==> src/rtl/alu_sequencer.sv <==
// alu_sequencer: request/response front end for the 16-bit ALU.
// Takes an opcode plus two operands, drives the ALU operand/control lines for
// one cycle (or a 33-cycle shift-and-add sequence for MUL), captures the bus
// result and flags, and holds the response until the consumer accepts it.
//
// state    | meaning
// ---------+----------------------------------------------------------------
// IDLE     | ready for a request; after acceptance, one decode cycle
// EXEC     | single ALU cycle for ops 0..17, result captured at its end
// MUL_ADD  | acc <= acc + mx when my[0]=1, else acc passed through
// MUL_DBL  | mx <= mx + mx, my >>= 1, cnt++
// MUL_FLAG | acc passed through the ALU once more to obtain the Z/LT flags
// RESP     | response held until rsp_ready
//
// Only WIDTH=16 is supported; the control words assume a 16-bit ALU.

module alu_sequencer #(
   parameter int WIDTH = 16
) (
   input  logic             clk,
   input  logic             reset,
   input  logic             req_valid,
   output logic             req_ready,
   input  logic [4:0]       req_op,
   input  logic [WIDTH-1:0] req_a,
   input  logic [WIDTH-1:0] req_b,
   output logic             rsp_valid,
   input  logic             rsp_ready,
   output logic [WIDTH-1:0] rsp_data,
   output logic             rsp_z,
   output logic             rsp_lt,
   output logic             rsp_err,
   output logic [WIDTH-1:0] alu_x,
   output logic [WIDTH-1:0] alu_y,
   output logic [5:0]       alu_c,
   output logic             alu_en_bar,
   input  logic [WIDTH-1:0] alu_bus,
   input  logic             alu_z,
   input  logic             alu_lt
);

   typedef enum logic [2:0] {
      IDLE     = 3'd0,
      EXEC     = 3'd1,
      MUL_ADD  = 3'd2,
      MUL_DBL  = 3'd3,
      MUL_FLAG = 3'd4,
      RESP     = 3'd5
   } state_t;

   localparam logic [4:0] OP_MUL = 5'd18;
   localparam logic [5:0] C_ADD  = 6'd42;
   localparam logic [5:0] C_PASSX = 6'd34;
   localparam logic [4:0] MUL_LAST = 5'd15;

   state_t           state_q;
   logic             pend_q;
   logic [4:0]       op_q;
   logic [WIDTH-1:0] a_q;
   logic [WIDTH-1:0] b_q;

   logic [WIDTH-1:0] acc_q;
   logic [WIDTH-1:0] mx_q;
   logic [WIDTH-1:0] my_q;
   logic [4:0]       cnt_q;

   logic             req_ready_q;
   logic             rsp_valid_q;
   logic [WIDTH-1:0] rsp_data_q;
   logic             rsp_z_q;
   logic             rsp_lt_q;
   logic             rsp_err_q;
   logic [WIDTH-1:0] alu_x_q;
   logic [WIDTH-1:0] alu_y_q;
   logic [5:0]       alu_c_q;
   logic             alu_en_bar_q;

   // ALU control word for each single-cycle opcode.
   function automatic logic [5:0] ctrl_of(input logic [4:0] op);
      logic [5:0] c;
      case (op)
         5'd0:    c = 6'd42;
         5'd1:    c = 6'd59;
         5'd2:    c = 6'd47;
         5'd3:    c = 6'd40;
         5'd4:    c = 6'd61;
         5'd5:    c = 6'd2;
         5'd6:    c = 6'd23;
         5'd7:    c = 6'd20;
         5'd8:    c = 6'd34;
         5'd9:    c = 6'd10;
         5'd10:   c = 6'd50;
         5'd11:   c = 6'd14;
         5'd12:   c = 6'd39;
         5'd13:   c = 6'd27;
         5'd14:   c = 6'd55;
         5'd15:   c = 6'd31;
         5'd16:   c = 6'd38;
         5'd17:   c = 6'd26;
         default: c = 6'd0;
      endcase
      return c;
   endfunction

   // Sequencer FSM; every output is a register loaded for the state being entered.
   always_ff @(posedge clk) begin
      if (reset) begin
         state_q      <= IDLE;
         pend_q       <= 1'b0;
         op_q         <= '0;
         a_q          <= '0;
         b_q          <= '0;
         acc_q        <= '0;
         mx_q         <= '0;
         my_q         <= '0;
         cnt_q        <= '0;
         req_ready_q  <= 1'b1;
         rsp_valid_q  <= 1'b0;
         rsp_data_q   <= '0;
         rsp_z_q      <= 1'b0;
         rsp_lt_q     <= 1'b0;
         rsp_err_q    <= 1'b0;
         alu_x_q      <= '0;
         alu_y_q      <= '0;
         alu_c_q      <= '0;
         alu_en_bar_q <= 1'b1;
      end else begin
         case (state_q)
            IDLE: begin
               if (!pend_q) begin
                  if (req_valid && req_ready_q) begin
                     op_q        <= req_op;
                     a_q         <= req_a;
                     b_q         <= req_b;
                     pend_q      <= 1'b1;
                     req_ready_q <= 1'b0;
                  end
               end else begin
                  // Decode cycle: the latched opcode selects the path.
                  pend_q <= 1'b0;
                  if (op_q == OP_MUL) begin
                     acc_q        <= '0;
                     mx_q         <= a_q;
                     my_q         <= b_q;
                     cnt_q        <= '0;
                     alu_x_q      <= '0;
                     alu_y_q      <= a_q;
                     alu_c_q      <= b_q[0] ? C_ADD : C_PASSX;
                     alu_en_bar_q <= 1'b0;
                     state_q      <= MUL_ADD;
                  end else if (op_q > OP_MUL) begin
                     rsp_data_q  <= '0;
                     rsp_z_q     <= 1'b1;
                     rsp_lt_q    <= 1'b0;
                     rsp_err_q   <= 1'b1;
                     rsp_valid_q <= 1'b1;
                     state_q     <= RESP;
                  end else begin
                     alu_x_q      <= a_q;
                     alu_y_q      <= b_q;
                     alu_c_q      <= ctrl_of(op_q);
                     alu_en_bar_q <= 1'b0;
                     state_q      <= EXEC;
                  end
               end
            end

            EXEC, MUL_FLAG: begin
               rsp_data_q   <= alu_bus;
               rsp_z_q      <= alu_z;
               rsp_lt_q     <= alu_lt;
               rsp_err_q    <= 1'b0;
               rsp_valid_q  <= 1'b1;
               alu_x_q      <= '0;
               alu_y_q      <= '0;
               alu_c_q      <= '0;
               alu_en_bar_q <= 1'b1;
               state_q      <= RESP;
            end

            MUL_ADD: begin
               acc_q   <= alu_bus;
               alu_x_q <= mx_q;
               alu_y_q <= mx_q;
               alu_c_q <= C_ADD;
               state_q <= MUL_DBL;
            end

            MUL_DBL: begin
               mx_q  <= alu_bus;
               my_q  <= my_q >> 1;
               cnt_q <= cnt_q + 5'd1;
               alu_x_q <= acc_q;
               if (cnt_q == MUL_LAST) begin
                  alu_y_q <= '0;
                  alu_c_q <= C_PASSX;
                  state_q <= MUL_FLAG;
               end else begin
                  // my[1] is the multiplier bit the next MUL_ADD will test.
                  alu_y_q <= alu_bus;
                  alu_c_q <= my_q[1] ? C_ADD : C_PASSX;
                  state_q <= MUL_ADD;
               end
            end

            RESP: begin
               if (rsp_ready) begin
                  rsp_valid_q <= 1'b0;
                  req_ready_q <= 1'b1;
                  state_q     <= IDLE;
               end
            end

            default: begin
               state_q      <= IDLE;
               pend_q       <= 1'b0;
               req_ready_q  <= 1'b1;
               rsp_valid_q  <= 1'b0;
               alu_en_bar_q <= 1'b1;
            end
         endcase
      end
   end

   assign req_ready  = req_ready_q;
   assign rsp_valid  = rsp_valid_q;
   assign rsp_data   = rsp_data_q;
   assign rsp_z      = rsp_z_q;
   assign rsp_lt     = rsp_lt_q;
   assign rsp_err    = rsp_err_q;
   assign alu_x      = alu_x_q;
   assign alu_y      = alu_y_q;
   assign alu_c      = alu_c_q;
   assign alu_en_bar = alu_en_bar_q;

endmodule

==> config.mk <==
export PLATFORM = sky130hd
export DESIGN_NAME = alu_sequencer
export DESIGN_NICKNAME = d
export VERILOG_FILES = /design/src/rtl/alu_sequencer.sv
export SDC_FILE = /design/constraint.sdc
export NUM_CORES = 1
export LEC_CHECK = 0
export ABC_CLOCK_PERIOD_IN_PS = 6000
export CAP_MARGIN = 10
export CORE_MARGIN = 3
export CORE_UTILIZATION = 58
export DETAILED_ROUTE_END_ITERATION = 6
export PLACE_DENSITY = 0.82
export SYNTH_ARGS = -nofsm -noshare
export SYNTH_HDL_FRONTEND = slang
export SYNTH_SLANG_ARGS = --single-unit
==> constraint.sdc <==
create_clock -name clk -period 6 [get_ports clk]
set_input_delay 0.6 -clock clk [delete_from_list [all_inputs] [get_ports clk]]
set_output_delay 0.6 -clock clk [all_outputs]
set_load 0.005 [all_outputs]
==> flow_summary.toml, run 1 <==
[synth]
syn_area_per_cell_um2 = 8.224
syn_nets = 947
yosysUniqueCellTypes = 57
synth-seq-area-share_pct = 43.83
synth_cells = 883
ys_ff_latch = 159
synth-main-ff-cell = "dfxtp_1"
synthTopCellsByArea = "dfxtp_1 44%, nor2_1 7.7%, a21oi_1 6.8%, nand2_1 5.9%, a22oi_1 3.6%"
synth_top_area_cell = "dfxtp_1"
ys_async_sr_fraction_pct = 0
synth_edf_count = 0
syn_area_um2 = 7262
synth_top_area_share_pct = 43.83
synth_warnings = 0

[global_routing]
grtUsageMet2_pct = 47.14
grt_usage_pct = 28.69
use_met1_pct = 36.97
grt-busiest-layer = "met2"
use_met3_pct = 6.583
grt_max_degree = 82
gr-total-overflow = 0
grt_pass1_vias = 6264
grt_antenna_before_repair = 0
grt_pass1_wl_mm = 32.43

[clocking]
clockBufferDepth = 2
cts_setup_buffers = 0
cts_sinks = 159
clk_latency_ns = 0.43
cts_tree = "built"
clk_pin_slew_ns = 0.06
numCtsBuffers = 17
h-tree-depth = 4
cts_root_buffer = "clkbuf_16"
cts_resized = 0
ctsHoldBuffers = 0

[floorplanning]
pin_count = 119
die_area_um2 = 13900
row_count = 40
initial_utilization_pct = 59.96
die_x_um = 117.9
fp.dieH_um = 117.9
fp.coreArea_um2 = 12110

[setup_path]
worstPathArrival_ns = 3.50
end_kind = "flop"
worstSetupStartpointType = "flop"
crit_buf_inv = 1
critPathKind = "flop to flop"
cp_slowest_cell = "and2_1"
max_stage_delay_ns = 0.82
critPathRequiredTime_ns = 6.35
crit_chain = "buf_4 > o21ai_0 > nand2_2 > and2_1 > a211oi_1 > nor3_1"
critPathTopFamily = "simple AND/OR/NAND/NOR gates"
path_max_fanout = 38

[power_and_ir_drop]
p_clk_share_pct = 33.2
pwr_density_cell_nw_per_um2 = 367.6
leakage_nw = 3.220
p_sw_mw = 1.003
ir_drop_mv = 0.2204
internal_power_mw = 2.276
seq_power_share_pct = 40.1
combPwrFrac_pct = 26.8
p_sw_share_pct = 30.60
p_total_mw = 3.279

[timing]
setup_tns_ns = 0
holdWs_ns = 0.4521
slew_viol_final = 0
layout_min_cycle_time_ns = 3.153
max_freq_mhz = 317.2
relSlewSlack_pct = 19.91
finClkSkew_ns = 0.008017
rsz0062_at_grt = "false"
setup_slack_ns = 2.847
hold_viol = 0
setup_viol = 0
worstMarginPinSlew_ns = 1.197
period_share_pct = 52.55

[job]
maxCapViolCount = 0

[finish]
nNetsFinal = 1020
n_antenna_cell = 0
instances_no_fill = 1135
final_common_cell = "dfxtp_1"
layout_common_cells = "159 x dfxtp_1, 149 x nor2_1, 117 x clkdlybuf4s50_1"
layout.area.seq_um2 = 3183
fill_cells = 923
multi_input_area_um2 = 3617
area_growth_syn_to_layout_pct = 22.83
drive_gt1_share_pct = 7.963

[routing]
ant_nets = 0
post-route-drc-count = 0
num_vias = 6733
via_per_inst = 5.932
dr.pass1.iters = 5
wl_mm = 19.92
wl_per_cell_um = 17.55
drt_iter0_drc = 721

[place]
buffer_ports.inserted = 118
place.gp.congestion = 0.8764
dpl_worst_slack_ns = 2.499
dp_cells = 1105
dp_hpwl_mm = 13.05

[min_path]
min_path_type = "flop to flop"

[status]
status = "completed"
-- stage by stage --
step | utilization, % | area [um^2]
2_1_floorplan | - | 7262
3_3_place_gp | 68.79 | 8332
6_report | 73.65 | 8920
3_5_place_dp | 68.79 | 8332
4_1_cts | 73.65 | 8920
5_1_grt | 73.65 | 8920
-- cells in the mapped netlist, types with 3 or more instances --
cell type / instances
a211oi_1: 29
a211oi_2: 6
a21o_1: 5
a21oi_1: 98
a222oi_1: 16
a22oi_1: 35
a311oi_1: 15
buf_2: 27
buf_4: 6
buf_6: 7
clkbuf_1: 33
dfxtp_1: 159
ha_1: 5
inv_1: 17
mux2_4: 16
mux2i_1: 3
nand2_1: 115
nand2b_1: 3
nand3_1: 10
nor2_1: 149
nor2b_1: 24
nor3_1: 41
o21ai_0: 17
o21ai_1: 4
-- power by group through the flow --
| stage | clock network (mW) | registers [mW] | logic (mW) |
|---|---|---|---|
| floorplan | 0 | 1.30 | 0.552 |
| global placement | 0 | 1.33 | 0.854 |
| detailed placement | 0 | 1.33 | 0.865 |
| CTS | 1.09 | 1.31 | 0.873 |
| global route | 1.14 | 1.33 | 0.966 |
| finish | 1.09 | 1.31 | 0.878 |
-- tightest hold or removal path, delay by kind of cell (launching register included) --
| kind | cells | cell delay (ns) |
|---|---|---|
| AND/OR/NAND/NOR | 1 | 0.05 |
| AO/OA/AOI/OAI | 1 | 0.06 |
| flip-flops | 1 | 0.30 |
-- worst paths after layout --
check                                        startpoint               endpoint  slack (ns)  cells past startpoint
worst max-delay path            state_q[0]$_SDFFE_PP0P_  alu_x[3]$_SDFFE_PP0P_        2.85                      6
worst min-delay path                               flop  alu_c[4]$_SDFFE_PP0P_        0.45                      2
worst max register to register  state_q[0]$_SDFFE_PP0P_  alu_x[3]$_SDFFE_PP0P_        2.85                      6
worst min register to register                     flop  alu_c[4]$_SDFFE_PP0P_        0.45                      2
-- logic make-up (layout without fill, tap and decap cells) --
group           Yosys count  count (layout)  share of synthesized area, %
buf+inv                  92             176                         6.409
simple gates            364             364                         22.48
fa+ha+maj                 5               5                        0.8615
flops                   159             159                         43.83
mux                      20              20                         3.877
compound gates          242             242                         22.42
xor+xnor                  1               1                        0.1206
-- final cells by class --
type                            count  area share [%]
Timing Repair Buffer              128           14.06
Inverter                           18          0.7575
Clock buffer                       23           5.358
Clock inverter                      7           1.234
Tap cell                          168           2.357
Sequential cell                   159           35.69
Multi-Input combinational cell    632           40.55
-- flip-flops by register name, indices dropped and copies added, names as in the netlist, named ones only --
| signal | cells |
|---|---|
| a_q | 16 |
| acc_q | 16 |
| alu_c | 6 |
| alu_en_bar | 1 |
| alu_x | 16 |
| alu_y | 16 |
| b_q | 16 |
| cnt_q | 5 |
| mx_q | 16 |
| my_q | 15 |
| op_q | 5 |
| pend_q | 1 |
| req_ready | 1 |
| rsp_data | 16 |
| rsp_err | 1 |
| rsp_lt | 1 |
| rsp_valid | 1 |
| rsp_z | 1 |
| state_q | 3 |
-- per-layer routing --
metal | part of all wire [%] | vias to the layer above | wire length [um]
met5 | 0 | - | 0
met4 | 2.6 | 0 | 515
met3 | 7.7 | 43 | 1537
met2 | 48 | 319 | 9525
met1 | 42 | 3118 | 8339
li1 | - | 3253 | -
Power figures use the tool's default switching activity.
==> run 2, diff against run 1 <==
ABC_CLOCK_PERIOD_IN_PS = 3010   (was 6000)
CORE_UTILIZATION = 54   (was 58)
PLACE_DENSITY = 0.77   (was 0.82)
clock period = 3.01 ns   (was 6 ns; I/O delays follow)
==> run 2 against run 1 <==
  * The flow now finishes with violations (DRC)
  * Setup slack got worse by 2.4 ns
  * Count of clock-buffer cells in the layout decreased by 3
  * Core utilization decreased by 4.0 points
  * Clock power increased by 88%
  * Global-route usage decreased by 0.82 points
  * Critical path type unchanged
==> flow_summary.toml, run 2 (same netlist as run 1, synthesis figures left out) <==
[setup_path]
crit_chain = "buf_4 > xnor2_1 > nor2_1 > a22oi_1 > nor2_1"
critPathRequiredTime_ns = 3.36
critPathKind = "flop to flop"
max_stage_delay_ns = 0.90
end_kind = "flop"
cp_slowest_cell = "nor2_1"
worstSetupStartpointType = "flop"
worst_path_most_repeated_cell = "nor2_1"
crit_buf_inv = 1
path_max_fanout = 46
worstPathArrival_ns = 2.90
rrSetupSlack_ns = 0.47
critPathTopFamily = "simple AND/OR/NAND/NOR gates"

[global_routing]
grt_max_degree = 68
gr-total-overflow = 0
grt_usage_pct = 27.87
grt_antenna_before_repair = 0
grt_pass1_vias = 6663
grt_pass1_wl_mm = 33.01

[timing]
hold_viol = 0
rsz0062_at_grt = "false"
relSlewSlack_pct = 21.64
max_freq_mhz = 393.3
period_share_pct = 84.48
layout_min_cycle_time_ns = 2.543
finClkSkew_ns = 0.007452
worstMarginPinSlew_ns = 1.171
setup_viol = 0
slew_viol_final = 0
setup_tns_ns = 0
setup_slack_ns = 0.4671

[routing]
via_per_inst = 5.972
wl_mm = 20.65
dr.pass1.iters = 7
drt_iter0_drc = 849
wl_per_cell_um = 18.00
num_vias = 6850
post-route-drc-count = 1
ant_nets = 0

[finish]
area_growth_syn_to_layout_pct = 23.41
nNetsFinal = 1026
final_common_cell = "dfxtp_1"
drive_gt1_share_pct = 8.923
n_antenna_cell = 0
layout_common_cells = "159 x dfxtp_1, 149 x nor2_1, 117 x clkdlybuf4s50_1"
fin_util_pct = 69.60
fill_cells = 1066
multi_input_area_um2 = 3617
layout.area.seq_um2 = 3183

[clocking]
clockBufferDepth = 2
clk_latency_ns = 0.42
cts_sinks = 159
cts_root_buffer = "clkbuf_16"
cts_resized = 0
ctsHoldBuffers = 0
cts_setup_buffers = 0
h-tree-depth = 4
cts_tree = "built"
clk_pin_slew_ns = 0.06
numCtsBuffers = 17

[status]
violations = "DRC"
status = "finished with violations"

[job]
maxCapViolCount = 0

[place]
place.gp.congestion = 0.8897
dpl_worst_slack_ns = 0.3121
dp_hpwl_mm = 14.13
buffer_ports.inserted = 118

[power_and_ir_drop]
pwr_density_cell_nw_per_um2 = 722.7
leakage_nw = 3.234
ir_drop_mv = 0.4929

[floorplanning]
row_count = 41
fp.coreArea_um2 = 12880
pin_count = 119
die_area_um2 = 14880
fp.dieH_um = 122.0
initial_utilization_pct = 56.40
die_x_um = 122.0

[min_path]
min_path_type = "primary input to flop"
run 2: area by class of cell:
class                   instances  share of cell area (%)
clock inverters                12                   1.242
repair buffers                134                   14.63
well taps                     172                   2.401
flip-flops and latches        159                   35.52
inverters                      18                  0.7539
clock buffers                  20                   5.096
multi-input cells             632                   40.36
run 2: through the flow:
| stage | hold slack [ns] | total power [mW] | instance area [um^2] | std cells |
|---|---|---|---|---|
| after floorplan | 0.4321 | 3.691 | 7262 | 883 |
| final | 0.3647 | 6.478 | 8962 | 1147 |
| after global placement | 0.4420 | 4.400 | 8394 | 1115 |
| after CTS | 0.3423 | 6.477 | 8962 | 1147 |
| after global routing | 0.3653 | 6.785 | 8962 | 1147 |
| after detailed placement | 0.4437 | 4.445 | 8394 | 1115 |
run 2: worst paths after layout:
path                      startpoint  cells after the start                        to
max          state_q[0]$_SDFFE_PP0P_                      5  rsp_data[2]$_SDFFE_PP0P_
min                            reset                      2     mx_q[13]$_SDFFE_PP0P_
max reg2reg  state_q[0]$_SDFFE_PP0P_                      5  rsp_data[2]$_SDFFE_PP0P_
min reg2reg    alu_c[2]$_SDFFE_PP0P_                      2     alu_c[2]$_SDFFE_PP0P_
run 2: where the power goes:
part | internal [mW] | switching [mW] | total [mW]
sequential | 2.38 | 0.239 | 2.62
combinational | 0.826 | 0.976 | 1.80
clock | 1.18 | 0.870 | 2.05
run 2: worst register-to-register path: stages (launching register included):
cell and delay, ns:
dfxtp_1 0.52, buf_4 0.51, xnor2_1 0.16, nor2_1 0.90
a22oi_1 0.23, nor2_1 0.16
run 2: routing by layer:
| layer | routed length [um] | track usage, % |
|---|---|---|
| met5 | 0 | 0 |
| met4 | 417 | 10.36 |
| met3 | 1320 | 6.221 |
| met2 | 10210 | 47.17 |
| met1 | 8700 | 34.80 |
